--- config.mk ---
export PLATFORM = sky130hd
export DESIGN_NAME = uart_rx_loader_flat
export DESIGN_NICKNAME = d
export VERILOG_FILES = /design/src/rtl/uart_rx_loader_if.sv /design/src/rtl/uart_rx_loader.sv /design/src/flat_wrapper.sv
export SDC_FILE = /design/constraint.sdc
export NUM_CORES = 1
export LEC_CHECK = 0
export ABC_AREA = 1
export BUFFER_PORTS_ARGS = -buffer_cell sky130_fd_sc_hd__clkbuf_2
export CAP_MARGIN = 25
export CORE_ASPECT_RATIO = 0.9
export CORE_MARGIN = 5
export CORE_UTILIZATION = 40
export DETAILED_ROUTE_END_ITERATION = 10
export GPL_TIMING_DRIVEN = 0
export PLACE_DENSITY = 0.6
export SYNTH_ARGS = -nofsm -noshare
export SYNTH_HDL_FRONTEND = slang
export SYNTH_SLANG_ARGS = --single-unit
--- constraint.sdc ---
create_clock -name clk -period 3 [get_ports clk]
set_input_delay 0 -clock clk [delete_from_list [all_inputs] [get_ports clk]]
set_output_delay 0 -clock clk [all_outputs]
set_load 0.1 [all_outputs]
--- src/rtl/uart_rx_loader_if.sv ---
// Image-memory write port driven by uart_rx_loader.
// The loader drives the master side and the image memory consumes the slave side.
interface uart_rx_loader_if #(
    parameter int W    = 8,
    parameter int LOGD = 14
);
    logic            wr_en;
    logic [LOGD-1:0] wr_addr;
    logic [W-1:0]    wr_data;

    modport master (output wr_en, output wr_addr, output wr_data);
    modport slave  (input  wr_en, input  wr_addr, input  wr_data);
endinterface

--- src/rtl/uart_rx_loader.sv ---
// UART receiver that streams D image bytes into memory and then raises load_done.
// Frame format is 8N1 by default; defining RX_PARITY_EN switches to 8E1 and adds a sticky parity_err output.
module uart_rx_loader #(
    parameter int W            = 8,
    parameter int D            = 16384,
    parameter int LOGD         = 14,
    parameter int CLKS_PER_BIT = 434
) (
    input  logic                 clk,
    input  logic                 rst,
    input  logic                 RxD,
    uart_rx_loader_if.master     wr,
    output logic                 load_done,
    output logic                 frame_err,
`ifdef RX_PARITY_EN
    output logic                 parity_err,
`endif
    output logic [LOGD:0]        byte_cnt
);
    localparam int CW = (CLKS_PER_BIT > 1) ? $clog2(CLKS_PER_BIT) : 1;
    localparam int IW = (W > 1) ? $clog2(W) : 1;
    localparam logic [CW-1:0]  HALF_M1  = CW'(CLKS_PER_BIT / 2 - 1);
    localparam logic [CW-1:0]  LAST     = CW'(CLKS_PER_BIT - 1);
    localparam logic [IW-1:0]  IDX_LAST = IW'(W - 1);
    localparam logic [LOGD:0]  D_LAST   = (LOGD + 1)'(D - 1);

    typedef enum logic [2:0] {
        S_IDLE,
        S_START,
        S_DATA,
`ifdef RX_PARITY_EN
        S_PARITY,
`endif
        S_STOP,
        S_WRITE,
        S_WAITIDLE,
        S_DONE
    } state_t;

    state_t          state_q, state_d;
    logic            rx_meta_q, rx_s_q, rx_prev_q;
    logic [CW-1:0]   clk_cnt_q, clk_cnt_d;
    logic [IW-1:0]   idx_q, idx_d;
    logic [W-1:0]    shreg_q, shreg_d;
    logic            wr_en_q, wr_en_d;
    logic [LOGD-1:0] wr_addr_q, wr_addr_d;
    logic [W-1:0]    wr_data_q, wr_data_d;
    logic [LOGD:0]   byte_cnt_q, byte_cnt_d;
    logic            load_done_q, load_done_d;
    logic            frame_err_q, frame_err_d;
`ifdef RX_PARITY_EN
    logic            parity_err_q, parity_err_d;
    logic            parity_bad_q, parity_bad_d;
`endif
    logic            rx_fall;

    // rx_prev_q tracks rx_s_q in every state so a start edge landing during WRITE is still seen.
    always_ff @(posedge clk) begin
        if (!rst) begin
            rx_meta_q <= 1'b1;
            rx_s_q    <= 1'b1;
            rx_prev_q <= 1'b1;
        end else begin
            rx_meta_q <= RxD;
            rx_s_q    <= rx_meta_q;
            rx_prev_q <= rx_s_q;
        end
    end

    assign rx_fall = rx_prev_q & ~rx_s_q;

    always_ff @(posedge clk) begin
        if (!rst) begin
            state_q      <= S_IDLE;
            clk_cnt_q    <= '0;
            idx_q        <= '0;
            shreg_q      <= '0;
            wr_en_q      <= 1'b0;
            wr_addr_q    <= '0;
            wr_data_q    <= '0;
            byte_cnt_q   <= '0;
            load_done_q  <= 1'b0;
            frame_err_q  <= 1'b0;
`ifdef RX_PARITY_EN
            parity_err_q <= 1'b0;
            parity_bad_q <= 1'b0;
`endif
        end else begin
            state_q      <= state_d;
            clk_cnt_q    <= clk_cnt_d;
            idx_q        <= idx_d;
            shreg_q      <= shreg_d;
            wr_en_q      <= wr_en_d;
            wr_addr_q    <= wr_addr_d;
            wr_data_q    <= wr_data_d;
            byte_cnt_q   <= byte_cnt_d;
            load_done_q  <= load_done_d;
            frame_err_q  <= frame_err_d;
`ifdef RX_PARITY_EN
            parity_err_q <= parity_err_d;
            parity_bad_q <= parity_bad_d;
`endif
        end
    end

    always_comb begin
        state_d      = state_q;
        clk_cnt_d    = clk_cnt_q + CW'(1);
        idx_d        = idx_q;
        shreg_d      = shreg_q;
        wr_en_d      = 1'b0;
        wr_addr_d    = wr_addr_q;
        wr_data_d    = wr_data_q;
        byte_cnt_d   = byte_cnt_q;
        load_done_d  = load_done_q;
        frame_err_d  = frame_err_q;
`ifdef RX_PARITY_EN
        parity_err_d = parity_err_q;
        parity_bad_d = parity_bad_q;
`endif
        case (state_q)
            S_IDLE: begin
                if (rx_fall) begin
                    state_d   = S_START;
                    clk_cnt_d = '0;
                end
            end
            S_START: begin
                if (clk_cnt_q == HALF_M1) begin
                    clk_cnt_d = '0;
                    idx_d     = '0;
                    state_d   = rx_s_q ? S_IDLE : S_DATA;
                end
            end
            S_DATA: begin
                if (clk_cnt_q == LAST) begin
                    clk_cnt_d       = '0;
                    shreg_d[idx_q]  = rx_s_q;
                    idx_d           = idx_q + IW'(1);
                    if (idx_q == IDX_LAST) begin
`ifdef RX_PARITY_EN
                        state_d = S_PARITY;
`else
                        state_d = S_STOP;
`endif
                    end
                end
            end
`ifdef RX_PARITY_EN
            S_PARITY: begin
                if (clk_cnt_q == LAST) begin
                    clk_cnt_d    = '0;
                    parity_bad_d = (rx_s_q != ^shreg_q);
                    parity_err_d = parity_err_q | (rx_s_q != ^shreg_q);
                    state_d      = S_STOP;
                end
            end
`endif
            S_STOP: begin
                if (clk_cnt_q == LAST) begin
                    clk_cnt_d = '0;
                    if (!rx_s_q) begin
                        frame_err_d = 1'b1;
                        state_d     = S_WAITIDLE;
`ifdef RX_PARITY_EN
                    end else if (parity_bad_q) begin
                        state_d     = S_IDLE;
`endif
                    end else begin
                        wr_en_d   = 1'b1;
                        wr_addr_d = byte_cnt_q[LOGD-1:0];
                        wr_data_d = shreg_q;
                        state_d   = S_WRITE;
                    end
                end
            end
            S_WRITE: begin
                byte_cnt_d = byte_cnt_q + (LOGD + 1)'(1);
                if (byte_cnt_q == D_LAST) begin
                    load_done_d = 1'b1;
                    state_d     = S_DONE;
                end else if (rx_fall) begin
                    state_d   = S_START;
                    clk_cnt_d = '0;
                end else begin
                    state_d = S_IDLE;
                end
            end
            S_WAITIDLE: begin
                if (rx_s_q) state_d = S_IDLE;
            end
            S_DONE: begin
                state_d = S_DONE;
            end
            default: begin
                state_d = S_IDLE;
            end
        endcase
    end

    assign wr.wr_en   = wr_en_q;
    assign wr.wr_addr = wr_addr_q;
    assign wr.wr_data = wr_data_q;
    assign load_done  = load_done_q;
    assign frame_err  = frame_err_q;
    assign byte_cnt   = byte_cnt_q;
`ifdef RX_PARITY_EN
    assign parity_err = parity_err_q;
`endif
endmodule
--- src/flat_wrapper.sv ---
// flat-port wrapper written by rule: the top's interface ports become plain ports
module uart_rx_loader_flat 
#(
    parameter int W            = 8,
    parameter int D            = 16384,
    parameter int LOGD         = 14,
    parameter int CLKS_PER_BIT = 434
)
  (clk, rst, RxD, load_done, frame_err, byte_cnt, wr_wr_en, wr_wr_addr, wr_wr_data);
  uart_rx_loader_if #(.W(W), .LOGD(LOGD)) wr_i ();
  input  logic clk;
  input  logic rst;
  input  logic RxD;
  output logic load_done;
  output logic frame_err;
  output logic [LOGD:0] byte_cnt;
  output wire logic [$bits(wr_i.wr_en)-1:0] wr_wr_en;
  output wire logic [$bits(wr_i.wr_addr)-1:0] wr_wr_addr;
  output wire logic [$bits(wr_i.wr_data)-1:0] wr_wr_data;
  assign wr_wr_en = wr_i.wr_en;
  assign wr_wr_addr = wr_i.wr_addr;
  assign wr_wr_data = wr_i.wr_data;
  uart_rx_loader #(.W(W), .D(D), .LOGD(LOGD), .CLKS_PER_BIT(CLKS_PER_BIT)) u_core (.clk(clk), .rst(rst), .RxD(RxD), .wr(wr_i), .load_done(load_done), .frame_err(frame_err), .byte_cnt(byte_cnt));
endmodule
### Yosys cells after proc, flatten, opt, wreduce, memory -nomap -nowiden

Index checks and enable logic that the tools add are counted.

* $add $sub $neg: 3
* order comparisons: 2
* equality and inequality tests: 16
* mux-type cells: 23
* bitwise operators: 2
* reductions and logical operators: 11

Operators with widths (count)
* 9-bit two-way mux: 4
* 9-bit one-hot mux with 4 select lines: 1
* 3-bit two-way mux: 9
* 3-bit one-hot mux with 7 select lines: 1
* 15-bit by 1-bit adder with 15-bit output (second input constant): 1
* 15-bit by 14-bit equality test with 1-bit output (second input constant): 1
* 3-bit equality test (second input constant): 4
* 2-bit by 1-bit inequality test with 1-bit output (second input constant): 6
* 3-bit AND reduction: 4
* 9-bit by 1-bit adder with 9-bit output (second input constant): 1
* 9-bit by 8-bit equality test with 1-bit output (second input constant): 1
* 9-bit equality test (second input constant): 1
* 8-bit bitwise mux: 1
* 3-bit by 2-bit equality test with 1-bit output (second input constant): 2
* 3-bit one-hot mux with 2 select lines: 1
* 6-bit AND reduction: 1
* 3-bit by 4-bit < comparator with 1-bit output (second input constant): 1
* 1-bit two-way mux: 4
* 2-bit AND reduction: 2
* 3-bit by 1-bit adder with 3-bit output (second input constant): 1
* 1-bit demux with 3-bit select: 1
* 3-bit by 1-bit equality test with 1-bit output (second input constant): 1
* 3-bit by 1-bit greater-or-equal comparator with 1-bit output (second input constant): 1
* 3-bit zero test: 1
* other kinds (6): 6

* flip-flop bits (word level): 66
* bits of input ports: 3
* output and inout bits: 40
* logic and storage cells: 70

### Logic depth before layout (Yosys ltp)

* depth after elaboration: 5
* depth in mapped cells: 11
* gate-level depth less buffers: 11

### Least setup slack after synthesis

No wires, ideal clock.

* path kind: flip-flop to flip-flop
* start point: register u_core.byte_cnt_q[1] (netlist: u_core.byte_cnt[1])
* end point: register u_core.byte_cnt_q[14] (netlist: u_core.byte_cnt[14])
* library setup time: 0.123 ns
* arrival time: 2.044 ns
* data required time: 2.877 ns
* setup slack: 0.833 ns
* cell stages (with the launch flop): 9
* path buffers: 0
* clock period less this slack: 2.167 ns
* cells stage by stage: dfxtp_1 ha_1 nand3_1 inv_1 nand2_2 nor2_2 nand3_1 o21ai_0 a21oi_1

* cells in the longest elaborated chain, start to end: 1

Ends and longest elaborated chain
* start, declared: RTL line uart_rx_loader.sv:48 `logic [LOGD:0] byte_cnt_q, byte_cnt_d;`
* start signal, assigned: RTL line uart_rx_loader.sv:96 `byte_cnt_q <= byte_cnt_d;`
* 15-bit by 1-bit adder with 15-bit output: RTL line uart_rx_loader.sv:178 `byte_cnt_d = byte_cnt_q + (LOGD + 1)'(1);`

No other way between the ends.
A chain may end at the register's enable or synchronous reset.

### Worst setup path after layout

* start point: register u_core.clk_cnt_q[0]
* end point: register u_core.wr_data_q[1] (netlist: u_core.wr.wr_data[1])

* cells in the longest elaborated chain, start to end: 2

Ends and longest elaborated chain
* start, declared: RTL line uart_rx_loader.sv:42 `logic [CW-1:0] clk_cnt_q, clk_cnt_d;`
* start signal, assigned: RTL line uart_rx_loader.sv:90 `clk_cnt_q <= clk_cnt_d;`
* 9-bit equality test: RTL line uart_rx_loader.sv:160 `if (clk_cnt_q == LAST) begin`
* 3-bit AND reduction (no source line)
* end signal, assigned: RTL line uart_rx_loader.sv:95 `wr_data_q <= wr_data_d;`
* end, declared: RTL line uart_rx_loader.sv:47 `logic [W-1:0] wr_data_q, wr_data_d;`

No other way between the ends.

==> summary.txt <==
Status
  • Status: complete, no violations

Clocking
  • CTS root buf: clkbuf_8
  • Post-CTS Setup Inserts: 0
  • Clk pin slew, worst setup/hold paths: 0.07 ns
  • PostCTS Resize Cnt: 0
  • CTS H-tree lvls: 3
  • CTS max path bufs: 2
  • Clock Sinks: 66
  • Clk Latency, worst-skew pair: 0.34 ns
  • TritonCTS Buffers: 9
  • CTS tree: built

Finish
  • Final net count: 457
  • Area occupied by multi-input gates: 0.00128 mm^2
  • Layout area overhead: 19.6%
  • Fill cells: 710
  • Layout cells sized above 1: 18.1%
  • Register Area: around 0.0013 mm^2
  • Inserted Diodes: 0

STA
  • Final hold viol count: 0
  • Fmax: 0.571 GHz
  • TNS Setup: 0 ns
  • Unrepaired setup endpoints after global routing: no
  • Worst slew pin tran: 0.575 ns
  • # setup viols final: 0
  • Worst setup margin: 1.25 ns
  • Slew HR: 61.7%
  • Crit share post-route: between 50% and 60%
  • Slew Viols, Final: 0
  • Fin Clk Skew: 0.0109 ns
  • Tmin final: 1.75 ns

Min path
  • HP Class: input port to flop
  • Hold endpoint: u_core.rx_meta_q
  • Hold wc startpoint: RxD
  • Hold Crit Depth: 3

Logic synthesis
  • Yosys top cell by area: dfxtp_1
  • Asr flop ratio synth: 0%
  • YS warnings: 0
  • Synth area leaders: dfxtp_1 46%, nand2_1 8.5%, a21oi_1 7.6%
  • Gate Count Post-Synth: 393
  • Synth top area share: 45.8%
  • Top_reg_cell synth: dfxtp_1
  • Cell with the most instances after synthesis: dfxtp_1
  • EDFF count, synth: 0
  • Mapped Avg Cell Area: approximately 7.3 um^2
  • #FFs+latches synth: 66
  • Sequential area share after synthesis: between 40% and 50%
  • Area of the mapped netlist: roughly 0.0029 mm^2
  • Syn Nets: 402
  • List of most frequent post-synthesis cells: 66 x dfxtp_1, 65 x nand2_1, 52 x inv_1
  • Netlist cell types: 28

Critical path
  • Critical path startpoint category: flop
  • Reg-to-reg endpoint: u_core.wr.wr_data[1]
  • R2R setup slack: approximately 1.2 ns
  • Slowest CP cell: dfxtp_1
  • WP data arrival: 1.98 ns
  • Crit-path max FO: 10
  • Critical Path RT: 3.23 ns
  • CP Buf/Inv Count: 1
  • Reg2reg start: u_core.clk_cnt_q[0]
  • Worst path top cell family by delay: simple AND/OR/NAND/NOR gates
  • Kind of critical path: flop to flop
  • Cell Chain, Critical Path: ha_1 > nand2_1 > nor2_2 > nand2_2 > nor3_4 > buf_2 > a21oi_1
  • Worst reg-to-reg path cell count: 7
  • Crit end category: flop
  • Max stage delay on crit path: 0.40 ns

Floorplanning
  • Die footprint: 0.00902 mm^2
  • Initial Utilization: 41.0%
  • Die width: 99.5 um
  • Number of core rows: 29
  • Die Span Y: 90.6 um
  • Core area: 0.00704 mm^2
  • Io pins: 43

Global routing
  • GRT overflow: 0
  • Initial antenna violation count: 0
  • Largest net degree at the start of global routing: 12
  • First-pass GRT wire length: 11900 um
  • Vias in the first global route: between 2000 and 3000
  • Total track usage: 16.4%

Route
  • Average routed wire per standard cell: around 12 um
  • Vias after detailed routing: around 2600
  • DRT antenna net count: 0
  • DRC: 0
  • 1st-pass router iterations: 4
  • Via/cell ratio: 4.81
  • Final wirelength: 6790 um
  • Iteration-0 DRC Markers: 125

Pwr
  • Power Internal: 1.43 mW
  • Sequential Power Share: 48.4%
  • Pwr dens: 544 mW/mm^2
  • Net switching power: 0.452 mW
  • Sw Ratio: between 20% and 30%
  • LEAKAGE: 1.43 nW
  • Power share of the combinational group: 7.3%
  • Clock power frac: 44.2%
  • Max VDD drop: around 0.24 mV

Placement
  • DP Wirelength: 4980 um
  • IO Port Bufs: 42
  • Placement Setup Slack: 1.24 ns
  • Global placer's final weighted congestion: around 0.86

Run
  • MaxCap Viol Count: 0
[power by group through the flow]
stage	combinational, mW	clock (mW)	sequential (mW)
after floorplan	0.103	0	0.926
final	0.138	0.831	0.909
after global routing	0.154	0.889	0.913
after global placement	0.132	0	0.929
after detailed placement	0.134	0	0.929
after CTS	0.137	0.854	0.909
[metrics by stage]
step | util (%) | hold WS, ns | power (mW) | cell area (um^2) | instances
4_1_cts | 49.0 | 0.363 | 1.90 | 3450 | 546
3_5_place_dp | 45.6 | 0.197 | 1.06 | 3210 | 528
3_3_place_gp | 45.6 | 0.196 | 1.06 | 3210 | 528
2_1_floorplan | - | 0.107 | 1.03 | 2890 | 393
6_report | 49.0 | 0.381 | 1.88 | 3450 | 546
5_1_grt | 49.0 | 0.378 | 1.96 | 3450 | 546
[flip-flops by register name (all words and copies together) (netlist names)]
name and cells:
u_core.byte_cnt 15, u_core.wr.wr_addr 14, u_core.clk_cnt_q 9, u_core.shreg_q 8, u_core.wr.wr_data 8, u_core.idx_q 3
u_core.state_q 3, u_core.frame_err 1, u_core.load_done 1, u_core.rx_meta_q 1, u_core.rx_prev_q 1, u_core.rx_s_q 1
u_core.wr.wr_en 1
[placed cells by master (no fill, tap or decap), types with 2 or more instances in the layout]
cell	netlist	routed
nor3_1	7	7
clkbuf_8	0	10
a211oi_1	4	4
nand2_1	65	65
inv_1	52	52
bufinv_16	0	2
clkbuf_2	0	42
dlygate4sd3_1	0	2
nor2_1	50	50
a31oi_1	2	2
ha_1	6	6
clkinv_2	0	2
o21ai_0	14	14
nand2_2	3	3
xor2_1	6	6
a21oi_1	44	44
inv_2	6	6
o21ai_1	18	18
dfxtp_1	66	66
nor3_2	2	2
nand4_1	3	3
nand3_1	23	23
nor2_2	3	3
or2_2	2	2
clkbuf_1	6	7
buf_2	3	3
buf_6	2	2
[per-layer routing]
| layer | global-route usage (%) | wire length, um |
|---|---|---|
| met1 | 21.9 | 3360 |
| met2 | 25.3 | 3090 |
| met3 | 4.02 | 298 |
| met4 | 6.60 | 40 |
| met5 | 0 | 0 |
[cell families (layout without fill, tap and decap cells)]
family	after synthesis	after routing	synth area share [%]
AND/OR/NAND/NOR	162	162	25.0
AO/OA/AOI/OAI	82	82	14.7
buffers and inverters	70	130	9.88
flip-flops	66	66	45.8
XOR/XNOR	7	7	2.12
adder cells (fa/ha/maj)	6	6	2.60
[tightest hold or removal path: cells and delay by family]
kind,cells,cell delay [ns]
buffers and inverters,2,0.61
AND/OR/NAND/NOR,1,0.08
[worst max path at each step]
stage                        startpoint              endpoint  slack (ns)  cells after the start
floorplan            u_core.byte_cnt[1]   u_core.byte_cnt[14]        0.83                      8
global placement    u_core.clk_cnt_q[0]  u_core.wr.wr_data[6]        1.26                      7
detailed placement  u_core.clk_cnt_q[0]  u_core.wr.wr_data[3]        1.24                      7
CTS                 u_core.clk_cnt_q[0]  u_core.wr.wr_data[1]        1.24                      7
global route        u_core.clk_cnt_q[0]  u_core.wr.wr_data[2]        1.03                      7
finish              u_core.clk_cnt_q[0]  u_core.wr.wr_data[1]        1.25                      7
[final cells by class]
type	instances	share of cell area [%]
sequential	66	38.3
multi-input combinational	257	37.1
clock inverter	5	2.25
clock buffer	11	4.10
inverter	58	6.31
tap	93	3.37
timing repair buffer	44	6.67
buffer	12	1.96
[what timing repair did]
action,4_1_cts,5_1_grt
hold buffers,2,0
setup endpoints to repair,0,0
endpoints found under the hold margin,2,0
No activity file was read; power rests on OpenSTA's default activity.
